File: config.mk
export PLATFORM = sky130hd
export DESIGN_NAME = bus_master_if_flat
export DESIGN_NICKNAME = d
export VERILOG_FILES = /design/src/rtl/bus_master_if_if.sv /design/src/rtl/bus_master_if.sv /design/src/flat_wrapper.sv
export SDC_FILE = /design/constraint.sdc
export NUM_CORES = 1
export LEC_CHECK = 0
export ABC_AREA = 1
export BUFFER_PORTS_ARGS = -buffer_cell sky130_fd_sc_hd__buf_4
export CAP_MARGIN = 20
export CORE_ASPECT_RATIO = 0.75
export CORE_MARGIN = 4
export CORE_UTILIZATION = 42
export CTS_BUF_LIST = sky130_fd_sc_hd__clkbuf_4 sky130_fd_sc_hd__clkbuf_8
export DETAILED_ROUTE_END_ITERATION = 7
export PLACE_DENSITY = 0.78
export SLEW_MARGIN = 20
export SYNTH_ARGS = -nofsm -noshare
export SYNTH_HDL_FRONTEND = slang
export SYNTH_SLANG_ARGS = --single-unit
File: constraint.sdc
create_clock -name clk -period 1.11 [get_ports clk]
set_input_delay 0.1665 -clock clk [delete_from_list [all_inputs] [get_ports clk]]
set_output_delay 0.1665 -clock clk [all_outputs]
set_load 0.05 [all_outputs]
File: src/rtl/bus_master_if_if.sv
// Core-side and bus-side signal bundle for bus_master_if.
// master: the view of the bus master block itself.
// slave : the view of whatever sits around it (core, arbiter, slaves).
interface bus_master_if_if #(
   parameter int WORD_ADDR = 30,
   parameter int WORD_DATA = 32
) ();

   // core side
   logic                 cpu_req;
   logic                 cpu_rw;
   logic [WORD_ADDR-1:0] cpu_addr;
   logic [WORD_DATA-1:0] cpu_wr_data;
   logic                 stall;
   logic                 flush;
   logic [WORD_DATA-1:0] cpu_rd_data;
   logic                 cpu_busy;

   // bus side
   logic                 bus_req_n;
   logic                 bus_grnt_n;
   logic [WORD_ADDR-1:0] bus_addr;
   logic                 bus_as_n;
   logic                 bus_rw;
   logic [WORD_DATA-1:0] bus_wr_data;
   logic [WORD_DATA-1:0] bus_rd_data;
   logic                 bus_rdy_n;
   logic                 bus_err;

   modport master (
      input  cpu_req, cpu_rw, cpu_addr, cpu_wr_data, stall, flush,
      input  bus_grnt_n, bus_rd_data, bus_rdy_n,
      output cpu_rd_data, cpu_busy,
      output bus_req_n, bus_addr, bus_as_n, bus_rw, bus_wr_data, bus_err
   );

   modport slave (
      output cpu_req, cpu_rw, cpu_addr, cpu_wr_data, stall, flush,
      output bus_grnt_n, bus_rd_data, bus_rdy_n,
      input  cpu_rd_data, cpu_busy,
      input  bus_req_n, bus_addr, bus_as_n, bus_rw, bus_wr_data, bus_err
   );

endinterface

File: src/rtl/bus_master_if.sv
// Single-transaction bus master: takes one core access, arbitrates for the
// bus, issues a one-cycle address strobe and waits for the slave's ready.
//
// Optional feature: define BUS_MASTER_IF_TIMEOUT_EN to add an 8-bit WAIT
// timeout that aborts the access after 256 unready cycles and pulses bus_err.
//
// state  | meaning
// -------+-----------------------------------------------------------
// IDLE   | no transaction; capture a request unless flushed
// REQ    | bus_req_n asserted, waiting for grant
// ACCESS | address strobe cycle; ready here finishes immediately
// WAIT   | holding address, waiting for slave ready (or timeout)
// DONE   | transaction finished, read data valid; held while stalled
module bus_master_if #(
   parameter int WORD_ADDR = 30,
   parameter int WORD_DATA = 32
) (
   input logic              clk,
   input logic              reset,
   bus_master_if_if.master  bus
);

   localparam logic READ  = 1'b1;
   localparam logic WRITE = 1'b0;

   typedef enum logic [2:0] {
      IDLE   = 3'd0,
      REQ    = 3'd1,
      ACCESS = 3'd2,
      WAIT   = 3'd3,
      DONE   = 3'd4
   } state_t;

   state_t               state_q;
   state_t               state_d;

   logic                 rw_q;
   logic [WORD_ADDR-1:0] addr_q;
   logic [WORD_DATA-1:0] wr_data_q;
   logic [WORD_DATA-1:0] rd_buf_q;

   logic                 capture;
   logic                 latch_rd;

`ifdef BUS_MASTER_IF_TIMEOUT_EN
   logic [7:0]           tmo_cnt_q;
   logic                 timeout;
   logic                 bus_err_q;
`endif

   // next-state decode and datapath strobes
   always_comb begin
      state_d  = state_q;
      capture  = 1'b0;
      latch_rd = 1'b0;
`ifdef BUS_MASTER_IF_TIMEOUT_EN
      timeout  = 1'b0;
`endif
      case (state_q)
         IDLE: begin
            if (bus.cpu_req && !bus.flush) begin
               state_d = REQ;
               capture = 1'b1;
            end
         end
         REQ: begin
            if (!bus.bus_grnt_n) begin
               state_d = ACCESS;
            end
         end
         ACCESS: begin
            // a slave that is already ready skips WAIT entirely
            if (!bus.bus_rdy_n) begin
               state_d  = DONE;
               latch_rd = 1'b1;
            end else begin
               state_d = WAIT;
            end
         end
         WAIT: begin
            // grant and flush are deliberately ignored once the strobe is out
            if (!bus.bus_rdy_n) begin
               state_d  = DONE;
               latch_rd = 1'b1;
            end
`ifdef BUS_MASTER_IF_TIMEOUT_EN
            else if (tmo_cnt_q == 8'hFF) begin
               state_d = DONE;
               timeout = 1'b1;
            end
`endif
         end
         DONE: begin
            if (!bus.stall) begin
               state_d = IDLE;
            end
         end
         default: begin
            state_d = IDLE;
         end
      endcase
   end

   // state register
   always_ff @(posedge clk) begin
      if (!reset) begin
         state_q <= IDLE;
      end else begin
         state_q <= state_d;
      end
   end

   // request capture and read buffer
   always_ff @(posedge clk) begin
      if (!reset) begin
         rw_q      <= WRITE;
         addr_q    <= '0;
         wr_data_q <= '0;
         rd_buf_q  <= '0;
      end else begin
         if (capture) begin
            rw_q      <= bus.cpu_rw;
            addr_q    <= bus.cpu_addr;
            wr_data_q <= bus.cpu_wr_data;
         end
         if (latch_rd && (rw_q == READ)) begin
            rd_buf_q <= bus.bus_rd_data;
         end
`ifdef BUS_MASTER_IF_TIMEOUT_EN
         // an aborted read must not leave stale data visible to the core
         else if (timeout && (rw_q == READ)) begin
            rd_buf_q <= '0;
         end
`endif
      end
   end

`ifdef BUS_MASTER_IF_TIMEOUT_EN
   // WAIT timeout counter: restarts on every entry to WAIT
   always_ff @(posedge clk) begin
      if (!reset) begin
         tmo_cnt_q <= '0;
      end else if ((state_q != WAIT) && (state_d == WAIT)) begin
         tmo_cnt_q <= '0;
      end else if ((state_q == WAIT) && bus.bus_rdy_n) begin
         tmo_cnt_q <= tmo_cnt_q + 8'd1;
      end
   end

   // bus_err is high for the single cycle following the abort edge
   always_ff @(posedge clk) begin
      if (!reset) begin
         bus_err_q <= 1'b0;
      end else begin
         bus_err_q <= timeout;
      end
   end

   assign bus.bus_err = bus_err_q;
`else
   assign bus.bus_err = 1'b0;
`endif

   // bus and core outputs decoded from the current state
   always_comb begin
      bus.bus_req_n   = 1'b1;
      bus.bus_as_n    = 1'b1;
      bus.bus_addr    = '0;
      bus.bus_rw      = 1'b0;
      bus.bus_wr_data = '0;
      bus.cpu_busy    = 1'b0;
      case (state_q)
         IDLE: begin
            bus.cpu_busy = bus.cpu_req & ~bus.flush;
         end
         REQ: begin
            bus.bus_req_n = 1'b0;
            bus.cpu_busy  = 1'b1;
         end
         ACCESS: begin
            bus.bus_req_n   = 1'b0;
            bus.bus_as_n    = 1'b0;
            bus.bus_addr    = addr_q;
            bus.bus_rw      = rw_q;
            bus.bus_wr_data = wr_data_q;
            bus.cpu_busy    = 1'b1;
         end
         WAIT: begin
            bus.bus_req_n   = 1'b0;
            bus.bus_addr    = addr_q;
            bus.bus_rw      = rw_q;
            bus.bus_wr_data = wr_data_q;
            bus.cpu_busy    = 1'b1;
         end
         default: begin
         end
      endcase
   end

   assign bus.cpu_rd_data = rd_buf_q;

endmodule

File: src/flat_wrapper.sv
// flat-port wrapper written by rule: the top's interface ports become plain ports
module bus_master_if_flat 
#(
   parameter int WORD_ADDR = 30,
   parameter int WORD_DATA = 32
)
  (clk, reset, bus_cpu_req, bus_cpu_rw, bus_cpu_addr, bus_cpu_wr_data, bus_stall, bus_flush, bus_bus_grnt_n, bus_bus_rd_data, bus_bus_rdy_n, bus_cpu_rd_data, bus_cpu_busy, bus_bus_req_n, bus_bus_addr, bus_bus_as_n, bus_bus_rw, bus_bus_wr_data, bus_bus_err);
  bus_master_if_if #(.WORD_ADDR(WORD_ADDR), .WORD_DATA(WORD_DATA)) bus_i ();
  input logic clk;
  input logic reset;
  input wire logic [$bits(bus_i.cpu_req)-1:0] bus_cpu_req;
  input wire logic [$bits(bus_i.cpu_rw)-1:0] bus_cpu_rw;
  input wire logic [$bits(bus_i.cpu_addr)-1:0] bus_cpu_addr;
  input wire logic [$bits(bus_i.cpu_wr_data)-1:0] bus_cpu_wr_data;
  input wire logic [$bits(bus_i.stall)-1:0] bus_stall;
  input wire logic [$bits(bus_i.flush)-1:0] bus_flush;
  input wire logic [$bits(bus_i.bus_grnt_n)-1:0] bus_bus_grnt_n;
  input wire logic [$bits(bus_i.bus_rd_data)-1:0] bus_bus_rd_data;
  input wire logic [$bits(bus_i.bus_rdy_n)-1:0] bus_bus_rdy_n;
  output wire logic [$bits(bus_i.cpu_rd_data)-1:0] bus_cpu_rd_data;
  output wire logic [$bits(bus_i.cpu_busy)-1:0] bus_cpu_busy;
  output wire logic [$bits(bus_i.bus_req_n)-1:0] bus_bus_req_n;
  output wire logic [$bits(bus_i.bus_addr)-1:0] bus_bus_addr;
  output wire logic [$bits(bus_i.bus_as_n)-1:0] bus_bus_as_n;
  output wire logic [$bits(bus_i.bus_rw)-1:0] bus_bus_rw;
  output wire logic [$bits(bus_i.bus_wr_data)-1:0] bus_bus_wr_data;
  output wire logic [$bits(bus_i.bus_err)-1:0] bus_bus_err;
  assign bus_i.cpu_req = bus_cpu_req;
  assign bus_i.cpu_rw = bus_cpu_rw;
  assign bus_i.cpu_addr = bus_cpu_addr;
  assign bus_i.cpu_wr_data = bus_cpu_wr_data;
  assign bus_i.stall = bus_stall;
  assign bus_i.flush = bus_flush;
  assign bus_i.bus_grnt_n = bus_bus_grnt_n;
  assign bus_i.bus_rd_data = bus_bus_rd_data;
  assign bus_i.bus_rdy_n = bus_bus_rdy_n;
  assign bus_cpu_rd_data = bus_i.cpu_rd_data;
  assign bus_cpu_busy = bus_i.cpu_busy;
  assign bus_bus_req_n = bus_i.bus_req_n;
  assign bus_bus_addr = bus_i.bus_addr;
  assign bus_bus_as_n = bus_i.bus_as_n;
  assign bus_bus_rw = bus_i.bus_rw;
  assign bus_bus_wr_data = bus_i.bus_wr_data;
  assign bus_bus_err = bus_i.bus_err;
  bus_master_if #(.WORD_ADDR(WORD_ADDR), .WORD_DATA(WORD_DATA)) u_core (.clk(clk), .reset(reset), .bus(bus_i));
endmodule
Yosys cells after proc, flatten, opt, wreduce, memory -nomap -nowiden
Index checks and enable logic that the tools add are counted.

Register bits: 98. Input port bits: 102. Output and inout bits: 99. Logic and storage cells: 38.

Equality and inequality tests: 8. Muxes and demuxes: 16. Bitwise operators: 2. Reduce and logical (&&, ||, !) cells: 7.

Operators by type and width (number): 2-to-1 mux 32 bit (1); 2-to-1 mux 30 bit (1); 2-to-1 mux 3 bit (5); one-hot mux 3 bit (5 select lines) (1); 2-to-1 mux 1 bit (7); == test 3 x 2 -> 1 bit (second input constant) (2); != test 2 bit (second input constant) (3); AND reduction 4 bit (1); == test 3 x 1 -> 1 bit (second input constant) (1); == test 3 bit (second input constant) (1); zero test 3 bit (1); OR reduction 3 bit (1); logical AND 1 bit (2); != test 2 x 1 -> 1 bit (second input constant) (1); one-hot mux 1 bit (2 select lines) (1); OR reduction 2 bit (1); AND 1 bit (1); zero test 1 bit (1); NOT 1 bit (1).

Depth between registers and ports, before layout
Word-level depth: 4. Mapped depth: 8. Mapped depth without buffers: 8.

Worst setup path after synthesis
No wires, ideal clock.

Path type: register to output. Start point: register u_core.state_q[0]. End point: output bus_cpu_busy. Arrival time: 2.173 ns. Data required time: 0.943 ns. Slack: -1.229 ns. Stages on the path, launching flop included: 3. Path buffers: 0. Path through: dfxtp_1 o21ai_0 nand2_1.

Cells in the longest elaborated chain, start to end: 3. Elaborated cells on any way between the ends: 6. Those cells by class: 3 x eq/ne; 1 x mux; 2 x reduce/logical.

RTL lines: start, declared (line bus_master_if.sv:34) `state_t state_q;`; start signal, assigned (line bus_master_if.sv:109) `state_q <= state_d;`; == test 3 x 1 -> 1 bit / == test 3 x 2 -> 1 bit (equally long branches) (line bus_master_if.sv:172) `case (state_q)`; OR reduction 3 bit (no source line); one-hot mux 1 bit (2 select lines) * (line bus_master_if.sv:172); end, declared (line flat_wrapper.sv:21) `output wire logic [$bits(bus_i.cpu_busy)-1:0] bus_cpu_busy;`.

Every way passes the cells marked *; elsewhere a longest branch is shown, timed or not.

Worst setup path in the final report
Start point: register u_core.state_q[1]. End point: output bus_bus_addr[7].

Cells in the longest elaborated chain, start to end: 3. Elaborated cells on any way between the ends: 4. Those cells by class: 2 x eq/ne; 1 x mux; 1 x reduce/logical.

RTL lines: == test 3 x 2 -> 1 bit (line bus_master_if.sv:172); OR reduction 2 bit (no source line) *; 2-to-1 mux 30 bit * (line bus_master_if.sv:172); end, declared (line flat_wrapper.sv:23) `output wire logic [$bits(bus_i.bus_addr)-1:0] bus_bus_addr;`.

Marked as above.

==> results.py <==
metrics = {
    "run_status": {
        "status": "finished, violations left",
        "violations": "negative setup slack",
    },
    "synthesis": {
        "synth_edf_count": 0,
        "synth_seq_cells": 98,
        "yosys_most_used_dff": "dfxtp_1",
        "syn_avg_cell_area_um2": 7.59,
        "async_reset_ff_frac": 0,
        "ys_seq_area_frac": 0.498,
        "synthCells": 519,
        "synth_fp_nets": 621,
        "synth_area_um2": 3940,
        "yosysWarnings": 0,
        "synth_cell_type_count": 23,
    },
    "timing": {
        "period_share": 1.57,
        "tightest_slew_ns": 0.656,
        "rsz0062_at_grt": "yes",
        "hold_violations": 0,
        "setup_ws_ns": -0.636,
        "drv_slew": 0,
        "fin_skew_ns": 0.0137,
        "setup_violations": 166,
        "fin_crit_ns": 1.75,
        "timing.fmax_mhz": 573,
        "slew-limit-headroom": 0.563,
    },
    "floorplanning": {
        "start_util": 0.434,
        "die_y_um": 91.9,
        "rows": 30,
        "io_pins": 201,
        "fp.dieArea_um2": 11000,
        "die_w_um": 120,
        "core_um2": 9080,
    },
    "global_routing": {
        "antenna_found_initial": 2,
        "first_global_vias": 4699,
        "grt_usage": 0.259,
        "grt_max_degree": 42,
        "grt_pass1_wl_um": 22900,
        "grt_remaining_overflow": 0,
    },
    "min_path": {
        "hp-class": "primary input to flop",
        "min_to": "u_core.bus.cpu_rd_data[6]",
        "hold_start": "bus_bus_rd_data[6]",
        "whs_path_depth": 3,
    },
    "route": {
        "wl_met2_um": 10200,
        "drt_wl_total_um": 21100,
        "dr_wl_met3_um": 1940,
        "dr.pass1.iters": 5,
        "viasPerCell": 5.66,
        "wl_met1_um": 7450,
        "ant_nets": 0,
        "wl_per_cell_um": 23.6,
        "route.detailed.drc": 0,
        "dr.max_layer_used": "met4",
        "routed-via-count": 5057,
        "drtIter0Drc": 389,
    },
    "power": {
        "p_per_area_nw_per_um2": 1760,
        "vdd_drop_max_v": 0.000924,
        "leakage_nw": 3.40,
    },
    "placed_design": {
        "portBuffers": 199,
        "place_congestion": 0.829,
        "place_inst": 838,
        "dp_hpwl_um": 8740,
        "place_area_um2": 5870,
    },
    "critical_path": {
        "timing.rr.end": "u_core.addr_q[27]",
        "crit_type": "flop to output pin",
        "rrSetupSlack_ns": -0.53,
        "required_ns": 0.94,
        "r2r-start": "u_core.state_q[1]",
        "crit_path_end_kind": "output pin",
        "critPathLaunchType": "flop",
        "cp.arrival_ns": 1.58,
        "r2r_cells": 8,
        "crit_fanout": 9,
    },
    "finish": {
        "final.fill_count": 319,
        "nets": 861,
        "drive_above_1_share": 0.675,
        "fin_area_um2": 8330,
        "syn2layout_area_growth_pct": 111,
        "final_cells": 894,
    },
    "clocking": {
        "cts_tree": "yes",
        "clock_latency_ns": 0.38,
        "clock-sinks": 98,
        "cts_root_buffer": "clkbuf_8",
        "cts_buffer_depth": 2,
        "cts.reportedPaths.clkPinSlew_ns": 0.09,
        "cts-buffers-inserted": 9,
        "h-tree-depth": 3,
    },
    "run": {
        "drv_cap": 0,
    },
}
-- logic make-up (layout without fill, tap and decap cells) --
kind of cell    count (synthesis)  count (layout)  share of synthesized area
compound gates                163             163                      0.209
buf+inv                       107             352                      0.117
simple gates                  150             150                      0.175
other cells                     1               3                   0.000951
flops                          98              98                      0.498
-- power breakdown --
part	switching [mW]	internal (mW)
combinational	4.58	3.15
clock	1.34	1.27
sequential	0.281	4.08
total	6.20	8.49
-- per-stage QoR --
stage / utilization / power (mW) / setup TNS [ns] / hold WS [ns] / setup WS, ns
6_report: 0.917 / 14.7 / -77.92 / 0.0148 / -0.636
5_1_grt: 0.917 / 15.1 / -85.35 / 0.0103 / -0.673
4_1_cts: 0.768 / 12.3 / -65.86 / 0.00556 / -0.581
3_5_place_dp: 0.647 / 8.50 / -29.17 / 0.395 / -0.263
3_3_place_gp: 0.647 / 8.36 / -24.25 / 0.388 / -0.187
2_1_floorplan: - / 7.09 / -29.48 / 0.295 / -0.518
-- layout by cell type, fill, tap and decap left out, types with 3 or more instances in the layout --
| cell | Yosys | routed |
|---|---|---|
| o21ai_1 | 32 | 32 |
| nand3_2 | 0 | 3 |
| o21ai_2 | 0 | 36 |
| clkbuf_16 | 0 | 15 |
| dfxtp_1 | 98 | 83 |
| nor2_1 | 102 | 38 |
| buf_12 | 0 | 11 |
| buf_4 | 4 | 116 |
| nor2_4 | 1 | 49 |
| inv_1 | 67 | 67 |
| a21oi_4 | 0 | 6 |
| buf_6 | 6 | 92 |
| a21oi_2 | 0 | 42 |
| dfxtp_2 | 0 | 14 |
| a21oi_1 | 64 | 16 |
| o21ai_4 | 0 | 28 |
| buf_16 | 0 | 8 |
| clkbuf_8 | 0 | 9 |
| nand2_1 | 9 | 7 |
| buf_8 | 0 | 22 |
| nor2_2 | 31 | 47 |
-- cell type report --
class                   instances  area (um^2)  share of cell area
clock buffers                   9          124              0.0149
multi-input cells             314         2620               0.315
inverters                      71          279              0.0335
repair buffers                265         3060               0.368
flip-flops and latches         98         1980               0.238
clock inverters                 7         93.8              0.0113
diodes                          2         5.00            0.000601
well taps                     128          160              0.0192
-- critical path: stages, from the launching register on --
cell,delay [ns]
dfxtp_4,0.38
inv_4,0.04
nor2_4,0.15
inv_8,0.10
clkbuf_16,0.20
nor2_2,0.15
buf_6,0.18
-- per-layer routing --
metal,vias to the layer above,GRT usage
met5,-,0
met4,0,0.121
met3,139,0.0789
met2,379,0.475
met1,2410,0.271
li1,2129,-
-- timing repair --
action,CTS,global route
cloned,9,18
resized for setup,214,249
pin swaps,8,32
endpoints found under the hold margin,1,0
buffers inserted,8,7
hold buffers,1,0
setup endpoints to repair,176,195
-- cells in the mapped netlist, types with 6 or more instances --
library cell  count  area [um^2]
o21ai_0          64          320
nor2_1          102          383
dfxtp_1          98         1960
clkbuf_1         24         90.1
nand2_1           9         33.8
nor2_2           31          194
inv_1            67          251
buf_6             6         67.6
a21oi_1          64          320
o21ai_1          32          160
-- worst max-delay path by stage --
stage,start,endpoint,slack [ns],cells past startpoint
5_1_grt,u_core.state_q[1],bus_bus_addr[7],-0.67,6
4_1_cts,u_core.state_q[1],bus_bus_wr_data[23],-0.58,6
3_3_place_gp,u_core.state_q[1],bus_bus_addr[7],-0.19,6
6_report,u_core.state_q[1],bus_bus_addr[7],-0.64,6
3_5_place_dp,u_core.state_q[1],u_core.addr_q[14],-0.26,5
2_1_floorplan,u_core.state_q[1],bus_bus_addr[21],-0.52,5
-- sequential cells by signal, summed over array words and instances (netlist names) --
signal                  flops
u_core.bus.cpu_rd_data     32
u_core.wr_data_q           32
u_core.addr_q              30
u_core.state_q              3
u_core.rw_q                 1
(Power assumes the default switching activity.)
